[src/rtl/seven_segment_p_pkg.sv]
// Shared constants for the seven-segment display peripheral: register
// addresses and the active-low blank levels for the board pins.
package seven_segment_p_pkg;

    localparam logic [3:0] ADDR_VALUE   = 4'd0;
    localparam logic [3:0] ADDR_DIGMASK = 4'd1;
    localparam logic [3:0] ADDR_DPMASK  = 4'd2;
    localparam logic [3:0] ADDR_CTRL    = 4'd3;

    localparam logic [6:0] SEG_OFF = 7'h7F;
    localparam logic [7:0] AN_OFF  = 8'hFF;

endpackage

[src/rtl/seven_segment_p_hex_to_7seg.sv]
// Combinational hex digit to seven-segment decoder.
// The output is active-high in the bit order {g,f,e,d,c,b,a}.
module hex_to_7seg (
    input  logic [3:0] nibble_i,
    output logic [6:0] seg_o
);

    always_comb begin
        seg_o = 7'h00;
        case (nibble_i)
            4'h0: seg_o = 7'h3F;
            4'h1: seg_o = 7'h06;
            4'h2: seg_o = 7'h5B;
            4'h3: seg_o = 7'h4F;
            4'h4: seg_o = 7'h66;
            4'h5: seg_o = 7'h6D;
            4'h6: seg_o = 7'h7D;
            4'h7: seg_o = 7'h07;
            4'h8: seg_o = 7'h7F;
            4'h9: seg_o = 7'h6F;
            4'hA: seg_o = 7'h77;
            4'hB: seg_o = 7'h7C;
            4'hC: seg_o = 7'h39;
            4'hD: seg_o = 7'h5E;
            4'hE: seg_o = 7'h79;
            4'hF: seg_o = 7'h71;
            default: seg_o = 7'h00;
        endcase
    end

endmodule

[src/rtl/seven_segment_p.sv]
// Memory-mapped driver for an 8-digit multiplexed seven-segment display.
// It holds the register file, the read port, the refresh scan and the registered pin drivers.
module seven_segment_p
    import seven_segment_p_pkg::*;
#(
    parameter int REFRESH_DIV = 100000
) (
    input  logic        clk,
    input  logic        rst,
    input  logic [3:0]  addra,
    input  logic [31:0] dina,
    input  logic        wea,
    output logic [31:0] douta,
    output logic [6:0]  seg,
    output logic        dp,
    output logic [7:0]  an
);

    localparam int CNT_W = $clog2(REFRESH_DIV);
    localparam logic [CNT_W-1:0] CNT_LAST = CNT_W'(REFRESH_DIV - 1);

    logic [31:0]      value_q;
    logic [7:0]       digMask_q;
    logic [7:0]       dpMask_q;
    logic             en_q;
    logic [31:0]      readData_d;
    logic [31:0]      douta_q;
    logic [CNT_W-1:0] cnt_q, cnt_d;
    logic [2:0]       idx_q, idx_d;
    logic [6:0]       seg_q;
    logic             dp_q;
    logic [7:0]       an_q;
    logic [6:0]       hexSeg;

    always_ff @(posedge clk or posedge rst) begin
        if (rst) begin
            value_q   <= '0;
            digMask_q <= '0;
            dpMask_q  <= '0;
            en_q      <= 1'b0;
        end else if (wea) begin
            case (addra)
                ADDR_VALUE:   value_q   <= dina;
                ADDR_DIGMASK: digMask_q <= dina[7:0];
                ADDR_DPMASK:  dpMask_q  <= dina[7:0];
                ADDR_CTRL:    en_q      <= dina[0];
                default:      ;
            endcase
        end
    end

    // The read mux looks at the pre-write register values, giving read-before-write.
    always_comb begin
        readData_d = '0;
        case (addra)
            ADDR_VALUE:   readData_d = value_q;
            ADDR_DIGMASK: readData_d = {24'h0, digMask_q};
            ADDR_DPMASK:  readData_d = {24'h0, dpMask_q};
            ADDR_CTRL:    readData_d = {31'h0, en_q};
            default:      readData_d = '0;
        endcase
    end

    always_ff @(posedge clk or posedge rst) begin
        if (rst) douta_q <= '0;
        else     douta_q <= readData_d;
    end

    always_comb begin
        cnt_d = cnt_q + 1'b1;
        idx_d = idx_q;
        if (cnt_q == CNT_LAST) begin
            cnt_d = '0;
            idx_d = idx_q + 3'd1;
        end
    end

    always_ff @(posedge clk or posedge rst) begin
        if (rst) begin
            cnt_q <= '0;
            idx_q <= '0;
        end else begin
            cnt_q <= cnt_d;
            idx_q <= idx_d;
        end
    end

    hex_to_7seg u_hex (
        .nibble_i (value_q[{idx_q, 2'b00} +: 4]),
        .seg_o    (hexSeg)
    );

    // Disabled slots still take their turn in the scan; they are simply driven blank.
    always_ff @(posedge clk or posedge rst) begin
        if (rst) begin
            seg_q <= SEG_OFF;
            dp_q  <= 1'b1;
            an_q  <= AN_OFF;
        end else if (en_q && digMask_q[idx_q]) begin
            seg_q <= ~hexSeg;
            dp_q  <= ~dpMask_q[idx_q];
            an_q  <= ~(8'b1 << idx_q);
        end else begin
            seg_q <= SEG_OFF;
            dp_q  <= 1'b1;
            an_q  <= AN_OFF;
        end
    end

    assign douta = douta_q;
    assign seg   = seg_q;
    assign dp    = dp_q;
    assign an    = an_q;

endmodule

[config.mk]
export PLATFORM = sky130hd
export DESIGN_NAME = seven_segment_p
export DESIGN_NICKNAME = d
export VERILOG_FILES = /design/src/rtl/seven_segment_p_pkg.sv /design/src/rtl/seven_segment_p_hex_to_7seg.sv /design/src/rtl/seven_segment_p.sv
export SDC_FILE = /design/constraint.sdc
export NUM_CORES = 1
export LEC_CHECK = 0
export ABC_AREA = 1
export BUFFER_PORTS_ARGS = -buffer_cell sky130_fd_sc_hd__clkbuf_2
export CORE_MARGIN = 4
export CORE_UTILIZATION = 40
export CTS_CLUSTER_SIZE = 14
export DETAILED_ROUTE_END_ITERATION = 7
export GPL_ROUTABILITY_DRIVEN = 0
export PLACE_DENSITY_LB_ADDON = 0.12
export SLEW_MARGIN = 30
export SYNTH_ARGS = -nofsm -noshare
export SYNTH_HDL_FRONTEND = slang
export SYNTH_SLANG_ARGS = --single-unit
[constraint.sdc]
create_clock -name clk -period 4.23 [get_ports clk]
set_clock_uncertainty 0.2 [all_clocks]
set_input_delay 0.846 -clock clk [delete_from_list [all_inputs] [get_ports clk]]
set_output_delay 0.846 -clock clk [all_outputs]
set_load 0.01 [all_outputs]
==> reports/qor.yml <==
placed_area_mm2: 0.00598
ir_worst_vdd_v: 0.000212
synth_warnings: 0
die_h_um: 124
cts_setup_buffers: 0
register_area_mm2: 0.00295
synthTopCellsByArea: "dfrtp_1 (47%), nand2_1 (8.8%), dfstp_2 (7.8%)"
wl_um: 12600
clk_pin_slew_ns: 0.06
reg2reg_to: "seg[5]"
synth.most_common_cell: "nand2_1"
dr_total_vias: 4232
antenna_left: 0
setup_slack_ns: 1.76
synthTopCellsByCount: "nand2_1 (127), dfrtp_1 (101), inv_1 (75), nor2_1 (75), nand3_1 (42)"
critPathKind: "reg -> reg"
crit_path_start_kind: "flop"
p_leak_nw: 3.37
slew_headroom_pct: 52.2
synth_area_mm2: 0.00542
cts_buffers: 17
clock-sinks: 117
postLayoutCellArea_mm2: 0.00657
reg2reg_depth: 12
ys_ff_latch: 117
fin_nets: 741
preCtsSetupSlack_ns: 1.80
gr-max-usage-layer: "met2"
cts_max_path_buffers: 2
antenna_cells: 0
arrival_ns: 2.59
row_count: 42
multi_input_area_mm2: 0.00202
synth_area_leader_cell: "dfrtp_1"
crit_start: "idx_q[0]"
antenna_found_initial: 0
cp-endpoint: "seg[5]"
synth.distinct_cells: 37
grt_pass1_wl_um: 21800
synth.avg_cell_area_um2: 9.05
ys.flop_type: "dfrtp_1"
rsz0062_at_grt: "false"
tightest_slew_ns: 0.717
cts_tree: "done"
drt_iter0_markers: 331
hold_viol: 0
via_per_inst: 4.82
power-per-cell-area_mw_per_mm2: 474
clock_latency_ns: 0.41
worstReg2RegStart: "idx_q[0]"
max_stage_delay_ns: 0.57
setup_viol: 0
async_flop_share_pct: 100
hold_slack_ns: 0.260
r2r_slack_ns: 1.76
met1_usage_pct: 23.3
synth_nets: 651
crit_slowest_cell: "dfrtp_1"
required_ns: 4.35
cpMostUsedCell: "nand2_1"
cts_resized: 0
post_route_cells_drive_above_1_share_pct: 25.5
endpoint_kind: "flop"
synth-edff-count: 0
dr.pass1.iters: 5
period_needed_ns: 2.47
grt_max_degree: 58
worstPathCellList: "buf_4, inv_6, nand2_1, nand3_1, nand2_1, o21ai_2, inv_1, ha_1, nand3_1, nand2_1, nand2_1, nand3_2"
start_util_pct: 40.9
netlist.area_leader.share_pct: 46.6
routedWlPerCell_um: 14.4
grt_pass1_vias: 4375
met2_usage_pct: 27.5
num-fill-cells: 1310
htreeDepth: 4
slew_violations: 0
ioPinCount: 87
drcViolationCount: 0
syn_inst: 599
cts_hold_buf: 0
yosysSeqAreaShare_pct: 54.4
dp_hpwl_um: 9250
grt-ovfl-total: 0
die_area_mm2: 0.0155
io_buffers: 86
dieWidth_um: 124
core_area_mm2: 0.0132
fin_crit_sh_pct: 58.3
fmax_ghz: 0.405
hp-class: "reg -> reg"
finalSetupTns_ns: 0
use_met3_pct: 4.93
status: "complete, no violations"
path_max_fanout: 25
syn2layout_area_growth_pct: 21.3
cts-root-buf: "clkbuf_16"
drv_cap: 0
grt_usage_pct: 17.4
final_util_pct: 49.6
sequential cells by signal, indices dropped and copies added, names as in the netlist:
register   count
douta         32
value_q       32
cnt_q         17
an             8
digMask_q      8
dpMask_q       8
seg            7
idx_q          3
dp             1
en_q           1
through the flow:
stage,std cells,power [mW]
global route,878,3.28
CTS,878,3.15
floorplan,599,1.58
finish,878,3.11
detailed placement,846,1.72
global placement,846,1.71
how the worst min path moves through the flow:
stage                        start  endpoint  slack [ns]  cells after the start
after floorplan           cnt_q[0]  cnt_q[0]        0.23                      1
after CTS                 cnt_q[0]  cnt_q[0]        0.27                      1
after global routing      cnt_q[0]  cnt_q[0]        0.30                      1
after detailed placement  cnt_q[0]  cnt_q[0]        0.26                      1
after global placement    cnt_q[0]  cnt_q[0]        0.24                      1
final                     cnt_q[0]  cnt_q[0]        0.26                      1
power by group:
group	switching, mW	internal [mW]
combinational	0.262	0.136
sequential	0.0606	1.24
clock	0.503	0.909
total	0.826	2.29
area by class of cell:
cell class	instances	share of cell area, %
timing repair buffer	91	7.12
multi-input combinational	380	30.8
inverter	82	4.84
clock inverter	12	1.96
clock buffer	20	7.10
tap	176	3.35
sequential	117	44.9
metal layers:
metal	routed length (um)	vias to the layer above
met5	0	-
li1	-	2081
met4	155	0
met1	5820	2011
met2	6010	129
met3	644	11
cell usage in the layout (no fill, tap or decap), types with 3 or more instances in the layout:
master      count
a21oi_1        26
buf_4           5
clkbuf_16      17
clkbuf_2       86
clkbuf_8        3
clkinv_2        3
clkinvlp_4      6
dfrtp_1       101
dfstp_2        16
ha_1           13
inv_1          74
inv_2           5
nand2_1       127
nand2_2         5
nand3_1        42
nand3_2        15
nand4_1         8
nor2_1         75
nor3_1          3
o21ai_0        18
o21ai_1        10
o221ai_1        6
xor2_1         12
critical path: cells and delay by family, from the launching register on:
| kind | cells | cell delay, ns |
|---|---|---|
| buf+inv | 3 | 0.59 |
| flops | 1 | 0.57 |
| simple gates | 7 | 0.55 |
| compound gates | 1 | 0.24 |
| fa+ha+maj | 1 | 0.22 |
kinds of logic (layout without fill, tap and decap cells):
kind of cell             Yosys count  after routing  share of synthesized area [%]
XOR/XNOR                          13             13                           2.10
buffers and inverters            102            205                           8.29
flip-flops                       117            117                           54.4
AND/OR/NAND/NOR                  287            287                           25.1
AO/OA/AOI/OAI                     67             67                           7.09
adder cells (fa/ha/maj)           13             13                           3.00
No activity file was read; power rests on OpenSTA's default activity.
